## src/rtl/l1_addr_router.sv

```systemverilog
// l1_addr_router: host-side address router for the L1 interconnect.
// Decodes the Ibex-style host address against a base/mask region table,
// forms the interconnect target address and tracks in-flight accesses so
// that every accepted access returns exactly one in-order response.
// Optional feature macro: L1_ROUTER_DECERR_EN -- when defined, unmapped
// accesses are granted locally and answered with host_err_o=1; when not
// defined they are routed to DefaultRegion like any mapped access.
module l1_addr_router #(
    parameter int unsigned NumRegions     = 6,
    parameter int unsigned AddrWidth      = 32,
    parameter int unsigned DataWidth      = 32,
    parameter int unsigned TgtIdxWidth    = 3,
    parameter int unsigned MaxOutstanding = 4,
    parameter logic [NumRegions-1:0][AddrWidth-1:0] RegionBase = '0,
    parameter logic [NumRegions-1:0][AddrWidth-1:0] RegionMask = '1,
    parameter int unsigned DefaultRegion  = 0
) (
    input  logic                   clk_i,
    input  logic                   rst_i,
    input  logic                   host_req_i,
    output logic                   host_gnt_o,
    input  logic [AddrWidth-1:0]   host_addr_i,
    input  logic                   host_we_i,
    input  logic [DataWidth/8-1:0] host_be_i,
    input  logic [DataWidth-1:0]   host_wdata_i,
    output logic                   host_rvalid_o,
    output logic [DataWidth-1:0]   host_rdata_o,
    output logic                   host_err_o,
    output logic                   net_req_valid_o,
    input  logic                   net_req_ready_i,
    output logic [AddrWidth-1:0]   net_tgt_addr_o,
    output logic                   net_wen_o,
    output logic [DataWidth/8-1:0] net_be_o,
    output logic [DataWidth-1:0]   net_wdata_o,
    input  logic                   net_resp_valid_i,
    output logic                   net_resp_ready_o,
    input  logic [DataWidth-1:0]   net_resp_data_i
);

    localparam int unsigned     CntW   = $clog2(MaxOutstanding + 1);
    localparam logic [CntW-1:0] CntMax = CntW'(MaxOutstanding);

    logic                   hit_p0;
    logic [TgtIdxWidth-1:0] hit_idx_p0;
    logic [TgtIdxWidth-1:0] tgt_idx_p0;
    logic                   full_p0;
    logic                   req_ok_p0;
    logic                   push_p0;
    logic                   net_pop_p0;
    logic                   pop_p0;
    logic                   head_err_p0;
    logic [CntW-1:0]        count_q;

    logic                   rsp_vld_p1;
    logic                   rsp_err_p1;
    logic [DataWidth-1:0]   rsp_data_p1;

    // ---- stage p0: combinational decode and request handshake ----

    // Region decode: iterate high to low so the lowest matching index wins.
    always_comb begin
        hit_p0     = 1'b0;
        hit_idx_p0 = '0;
        for (int i = int'(NumRegions) - 1; i >= 0; i--) begin
            if ((host_addr_i & RegionMask[i]) == RegionBase[i]) begin
                hit_p0     = 1'b1;
                hit_idx_p0 = TgtIdxWidth'(i);
            end
        end
    end

    assign full_p0   = (count_q == CntMax);
    assign req_ok_p0 = host_req_i & ~full_p0 & ~rst_i;

    // Target address: low host address bits shifted up past the index and word offset.
    assign net_tgt_addr_o = {host_addr_i[AddrWidth-TgtIdxWidth-3:0], tgt_idx_p0, 2'b00};
    assign net_wen_o      = host_we_i;
    assign net_be_o       = host_be_i;
    assign net_wdata_o    = host_wdata_i;

`ifdef L1_ROUTER_DECERR_EN
    localparam int unsigned PtrW = (MaxOutstanding > 1) ? $clog2(MaxOutstanding) : 1;

    logic [MaxOutstanding-1:0] err_fifo_q;
    logic [PtrW-1:0]           wr_ptr_q;
    logic [PtrW-1:0]           rd_ptr_q;

    function automatic logic [PtrW-1:0] ptr_inc(input logic [PtrW-1:0] p);
        return (p == PtrW'(MaxOutstanding - 1)) ? '0 : p + 1'b1;
    endfunction

    assign tgt_idx_p0      = hit_idx_p0;
    // Unmapped accesses never reach the network; they are granted locally.
    assign net_req_valid_o = req_ok_p0 & hit_p0;
    assign host_gnt_o      = hit_p0 ? (net_req_valid_o & net_req_ready_i) : req_ok_p0;
    assign head_err_p0     = (count_q != '0) & err_fifo_q[rd_ptr_q];

    // Tracking FIFO storage: one is_err bit per accepted access.
    always_ff @(posedge clk_i) begin
        if (push_p0) begin
            err_fifo_q[wr_ptr_q] <= ~hit_p0;
        end
    end

    // FIFO pointers, wrapping modulo MaxOutstanding.
    always_ff @(posedge clk_i or posedge rst_i) begin
        if (rst_i) begin
            wr_ptr_q <= '0;
            rd_ptr_q <= '0;
        end else begin
            if (push_p0) begin
                wr_ptr_q <= ptr_inc(wr_ptr_q);
            end
            if (pop_p0) begin
                rd_ptr_q <= ptr_inc(rd_ptr_q);
            end
        end
    end
`else
    // Without local error responses every access goes to the network.
    assign tgt_idx_p0      = hit_p0 ? hit_idx_p0 : TgtIdxWidth'(DefaultRegion);
    assign net_req_valid_o = req_ok_p0;
    assign host_gnt_o      = req_ok_p0 & net_req_ready_i;
    assign head_err_p0     = 1'b0;
`endif

    // An error at the head blocks the network response channel until answered locally.
    assign net_resp_ready_o = ~head_err_p0;
    assign push_p0          = host_gnt_o;
    assign net_pop_p0       = net_resp_valid_i & net_resp_ready_o & (count_q != '0);
    assign pop_p0           = net_pop_p0 | head_err_p0;

    // Outstanding-access counter; simultaneous push and pop leaves it unchanged.
    always_ff @(posedge clk_i or posedge rst_i) begin
        if (rst_i) begin
            count_q <= '0;
        end else if (push_p0 && !pop_p0) begin
            count_q <= count_q + 1'b1;
        end else if (!push_p0 && pop_p0) begin
            count_q <= count_q - 1'b1;
        end
    end

    // ---- stage p1: registered host response ----

    // Register one response per popped entry; a response with an empty FIFO is dropped.
    always_ff @(posedge clk_i or posedge rst_i) begin
        if (rst_i) begin
            rsp_vld_p1  <= 1'b0;
            rsp_err_p1  <= 1'b0;
            rsp_data_p1 <= '0;
        end else begin
            rsp_vld_p1 <= pop_p0;
            if (pop_p0) begin
                rsp_err_p1  <= head_err_p0;
                rsp_data_p1 <= head_err_p0 ? '0 : net_resp_data_i;
            end
        end
    end

    assign host_rvalid_o = rsp_vld_p1;
    assign host_rdata_o  = rsp_data_p1;
    assign host_err_o    = rsp_err_p1;

endmodule

```

## config.mk

```make
export PLATFORM = sky130hd
export DESIGN_NAME = l1_addr_router
export DESIGN_NICKNAME = d
export VERILOG_FILES = /design/src/rtl/l1_addr_router.sv
export SDC_FILE = /design/constraint.sdc
export NUM_CORES = 1
export LEC_CHECK = 0
export CAP_MARGIN = 5
export CELL_PAD_IN_SITES_DETAIL_PLACEMENT = 0
export CELL_PAD_IN_SITES_GLOBAL_PLACEMENT = 1
export CORE_UTILIZATION = 17
export DETAILED_ROUTE_END_ITERATION = 10
export GPL_ROUTABILITY_DRIVEN = 0
export PLACE_DENSITY_LB_ADDON = 0.1
export SYNTH_ARGS = -nofsm -noshare
export SYNTH_HDL_FRONTEND = slang
export SYNTH_SLANG_ARGS = --single-unit
export TNS_END_PERCENT = 20
```

## constraint.sdc

```tcl
create_clock -name clk_i -period 2 [get_ports clk_i]
set_input_delay 0.4 -clock clk_i [delete_from_list [all_inputs] [get_ports clk_i]]
set_output_delay 0.4 -clock clk_i [all_outputs]
set_load 0.01 [all_outputs]
```

# Word-level counts from Yosys, hierarchy flattened

Index checks and enable logic that the tools add are counted.

Register bits: 36
Output and inout bits: 106
Latch bits: 0
ROM bits: 0
Memories kept: 0
RAM bits: 0
Word-level logic and storage cells: 20

Shift-type cells: 0
Div/mod/pow operators: 0
Add/subtract/negate cells: 2
Bitwise gates (word level): 6
Eq/ne operators: 1
Magnitude comparators: 0
Muxes and demuxes: 2
Multiply operators: 0
Reduce and logical (&&, ||, !) cells: 6

Operators by type and width:

| kind                                              | count |
|---|---|
| two-way mux 3 bit                                 | 2 |
| bitwise AND 1 bit                                 | 4 |
| adder 3 x 1 -> 3 bit (second input constant)      | 1 |
| == test 3 bit (second input constant)             | 1 |
| nonzero test 3 bit                                | 1 |
| subtractor 3 x 1 -> 3 bit (second input constant) | 1 |
| logical AND 1 bit                                 | 2 |
| zero test 1 bit                                   | 2 |
| NOT 1 bit                                         | 2 |
| nonzero test 2 bit                                | 1 |

# Longest topological paths before layout

Word-level depth: 9
Gate-level depth with buffers: 9

# Least setup slack after synthesis

OpenSTA, ideal clock, no wires.

Kind: input to register
Start: input port rst_i
End: register count_q[2]
Data required time: 1.920 ns
Library setup time: 0.080 ns
Cell stages on the path: 9
Path buffers: 0
Arrival time: 2.715 ns
Slack: -0.795 ns
Path through: inv_1 > o311a_1 > and2_1 > ha_1 > inv_1 > fa_1 > xor2_1 > nor2_1 > xnor2_1

Word-level cells in the longest chain between the ends: 6

RTL lines:

| what                                | RTL line | RTL |
|---|---|---|
| from (decl)                         | 19       | `input logic rst_i,` |
| NOT 1 bit (*)                       | 73       | `assign req_ok_p0 = host_req_i & ~full_p0 & ~rst_i;` |
| bitwise AND 1 bit (*)               | 73       |  |
| named net net_req_valid_o           | 29       | `output logic net_req_valid_o,` |
| bitwise AND 1 bit (*)               | 123      | `assign host_gnt_o = req_ok_p0 & net_req_ready_i;` |
| named net host_gnt_o                | 21       | `output logic host_gnt_o,` |
| zero test 1 bit                     | 139      | `end else if (!push_p0 && pop_p0) begin` |
| logical AND 1 bit                   | 139      |  |
| nonzero test 2 bit (no source line) | n/a      |  |
| to (signal assigned)                | 138      | `count_q <= count_q + 1'b1;` |
| to (signal assigned)                | 140      | `count_q <= count_q - 1'b1;` |
| to (decl)                           | 52       | `logic [CntW-1:0] count_q;` |

Mark *: on every way through the listed nets, which the timed path passes. The rest lies on a longest branch.
A chain may end at the register's enable or synchronous reset.

# Worst setup path in the final report

Start: register count_q[0]
End: register count_q[1]

Word-level cells in the longest chain between the ends: 8

RTL lines:

| what                                | RTL line | RTL |
|---|---|---|
| == test 3 bit                       | 72       | `assign full_p0 = (count_q == CntMax);` |
| NOT 1 bit                           | 73       |  |
| bitwise AND 1 bit (2 in a row)      | 73       |  |
| bitwise AND 1 bit                   | 123      |  |
| zero test 1 bit                     | 139      |  |
| logical AND 1 bit                   | 139      |  |
| nonzero test 2 bit (no source line) | n/a      |  |

Several ways; a longest one is shown, not always the timed one. The select of a mux whose other input is x is not followed.

==> metrics.md <==
| Metric | Value |
|---|---|
| Status | complete, no violations |
| Share of final-layout standard cells stronger than drive strength 1 | 28.7% |
| Slowest-stage cell, CP | dfrtp_1 |
| Mean area per synthesized cell | 12.4 um^2 |
| Share of total power consumed by net switching | 28.2% |
| Largest net degree at the start of global routing | 37 |
| Worst path required time | 2.16 ns |
| Largest vdd supply drop | 0.323 mV |
| Register area | 901 um^2 |
| Total area of multi-input combinational cells | 524 um^2 |
| Placement Rows | 38 |
| Number of diodes added for antenna fixing | 0 |
| Count of flip-flops with a built-in enable after synthesis | 0 |
| Cells after synthesis | 158 |
| H-tree depth | 2 |
| Number of clock sinks | 36 |
| Number of antenna violations at the first check in global routing | 0 |
| Number of I/O port buffers | 71 |
| Total number of yosys warnings | 0 |
| Final clock period utilization by the worst path | 95.5% |
| Leak pwr | 1.03 nW |
| Most common flop cell mapped by yosys | dfrtp_1 |
| Final-report setup violation count | 0 |
| Post-layout util | 22.9% |
| Clock Path Buffers | 2 |
| Combinational share of power | 38.2% |
| Core ar. | 11000 um^2 |
| Remaining antenna violation count after routing | 0 |
| Number of top-level design ports | 212 |
| Die W | 109 um |
| Synth top area cells | dfrtp_1 46%, buf_4 27%, mux2_2 18%, buf_6 1.7%, mux2_1 1.1% |
| Detailed Place HPWL | 3.14 mm |
| Total vias in the final route | 1085 |
| Most frequent cell after synthesis | buf_4 |
| Number of global-route vias before repair | 1197 |
| Die extent in y | 109 um |
| Number of buffers added by the clock tree synthesis step | 5 |
| Insertion delay of the later-clocked pin in the worst-skew pair | 0.28 ns |
| Signed area change from the synthesized netlist to the final layout | 29.0% |
| Achievable Freq | 524 MHz |
| Die Outline Area | 12000 um^2 |
| First DRT Iteration DRCs | 6 |
| Synth top cells by count | 71 x buf_4, 36 x dfrtp_1, 31 x mux2_2, 4 x inv_1, 3 x buf_6 |
| Type of destination of the critical path | flop |
| Worst hold-check path type | in -> async |
| Part of the Yosys area used for sequential elements | 45.9% |
| Power density cells | 1210 nW/um^2 |
| Critical path buffer and inverter count | 1 |
| Clock tree from TritonCTS | built |
| Part of the total power dissipated in sequential elements | 35.9% |
| Count of endpoints failing hold in the final timing report | 0 |
| Worst Setup Start Kind | flop |
| Top cell type by total area after synthesis | dfrtp_1 |
| Number of nets in the layout | 281 |
| Post-route minimum period | 1.91 ns |
| Fin. max-slew vios | 0 |
| Number of different library cells in the post-synthesis netlist | 15 |
| Reported max-cap violation count | 0 |
| Total wire length after detailed routing | 4.19 mm |
| Cell Int Power | 2.20 mW |
| Root Buffer Master | clkbuf_16 |
| Global routing usage summed across all routing layers | 6.80% |
| Setup skew after layout | 0.00816 ns |
| Dpl ws | -0.290 ns |
| Power dissipated by switching net loads | 861 uW |
| Worst endpoint data arrival time | 2.07 ns |
| Cell chain of the critical path | o311a_4, and2_4, ha_4, inv_2, fa_1, mux2_2 |
| Wire length per cell after detailed routing | 13.3 um |
| Critical path peak fanout | 2 |
| Portion of total power attributed to the clock network | 25.9% |
| Hold slack final | 0.327 ns |
| Area share of the largest cell type after synthesis | 45.9% |
| TritonRoute pass-1 iters | 2 |
| Cell family contributing the most delay on the critical path | adder cells |
| Final Worst Setup Slack | 0.0900 ns |
| Clk slew on worst S/H paths | 0.06 ns |
| Share of synthesized registers carrying an async set or reset | 100% |
| Global route total overflow | 0 |
| Summed instance area of the synthesized netlist | 1960 um^2 |
| Delay contributed by the slowest stage of the critical path | 0.40 ns |
| FILL cells | 1177 |
| Initial standard-cell utilization of the core | 17.8% |
| Classification of the worst setup path | reg -> reg |
| Drc violations | 0 |
| First-pass GRT wire length | 6.24 mm |
| #FFs+latches synth | 36 |
| Via count normalized by instance count | 3.46 |
| Worst setup slack for register-to-register paths | 0.09 ns |
==> power by group through the flow <==
stage          registers, mW  logic, mW  clock network, mW
2_1_floorplan           1.22      0.570                  0
3_3_place_gp            1.11       1.15                  0
3_5_place_dp            1.11       1.17                  0
4_1_cts                 1.11       1.17              0.830
5_1_grt                 1.13       1.26              0.862
6_report                1.10       1.17              0.792
==> cell type report <==
type                    instances  share of cell area, %
flip-flops and latches         36                   35.6
repair buffers                 77                   30.1
multi-input cells              49                   20.7
well taps                     140                   6.92
clock buffers                   7                   5.64
inverters                       4                  0.741
clock inverters                 1                  0.297
==> state kept, by name, summed over array words and instances (netlist names) <==
| name | flops |
|---|---|
| host_rvalid_o | 1 |
| host_rdata_o | 32 |
| count_q | 3 |
==> through the flow <==
step           total power [mW]  cell area (um^2)  instances   TNS [ns]
2_1_floorplan              1.79              2010        163     -0.604
3_3_place_gp               2.26              2370        305     -0.674
3_5_place_dp               2.28              2370        305     -0.834
4_1_cts                    3.11              2510        313  -0.000787
5_1_grt                    3.25              2530        314    -0.0254
6_report                   3.06              2530        314          0
==> worst register-to-register path: stages, from the launching register on <==
cell and delay, ns:
dfrtp_1 0.40, o311a_4 0.38, and2_4 0.15, ha_4 0.16, inv_2 0.04, fa_1 0.39, mux2_2 0.27
==> worst paths after layout <==
path                            depth (start not counted)                      endpoint                          from
worst max-delay path                                    6        count_q[1]$_DFFE_PP0P_        count_q[0]$_DFFE_PP0P_
worst min-delay path                                    3       host_rvalid_o$_DFF_PP0_                         rst_i
worst min register to register                          1  host_rdata_o[19]$_DFFE_PP0P_  host_rdata_o[19]$_DFFE_PP0P_
max in group asynchronous                               3   host_rdata_o[7]$_DFFE_PP0P_                         rst_i
min in group clk_i                                      1  host_rdata_o[19]$_DFFE_PP0P_  host_rdata_o[19]$_DFFE_PP0P_
worst max register to register                          6        count_q[1]$_DFFE_PP0P_        count_q[0]$_DFFE_PP0P_
==> cell usage in the layout, fill, tap and decap left out <==
cell and count:
mux2_1 2, fa_1 1, buf_6 1, o31ai_4 1
dlymetal6s2s_1 2, and2_4 1, inv_2 1, clkbuf_16 5
mux2_2 31, clkbuf_1 1, nor2_1 1, ha_4 1
buf_4 5, clkbuf_8 1, xnor2_1 2, xor2_1 1
dfrtp_1 36, dlygate4sd2_1 2, o311a_4 1, inv_1 2
clkdlybuf4s50_1 67, conb_1 7, clkinvlp_4 2
==> per-layer routing <==
metal / part of all wire, % / vias to the layer above / global-route usage [%]
met2: 50 / 73 / 11.5
met5: 0 / - / 0
met3: 11 / 23 / 3.32
met4: 2.8 / 0 / 3.05
li1: - / 459 / -
met1: 36 / 530 / 7.09
==> repair_timing <==
action                     CTS  global route
pin swaps                    0             4
setup buffers                0             1
hold buffers                 0             0
setup endpoints to repair    3             3
resized for setup            2             3
==> kinds of logic (layout without fill, tap and decap cells) <==
family                     count (synthesis)  after routing  synth area share [%]
muxes                                     33             33                  18.9
AOI/OAI and AO/OA                          2              2                  1.59
DFF                                       36             36                  45.9
buffers and inverters                     78             89                  29.7
other                                      2              7                 0.383
adders and majority gates                  2              2                  1.66
and+or+nand+nor                            2              2                 0.510
xor gates and xnor gates                   3              3                  1.34
No activity file was read; power rests on OpenSTA's default activity.
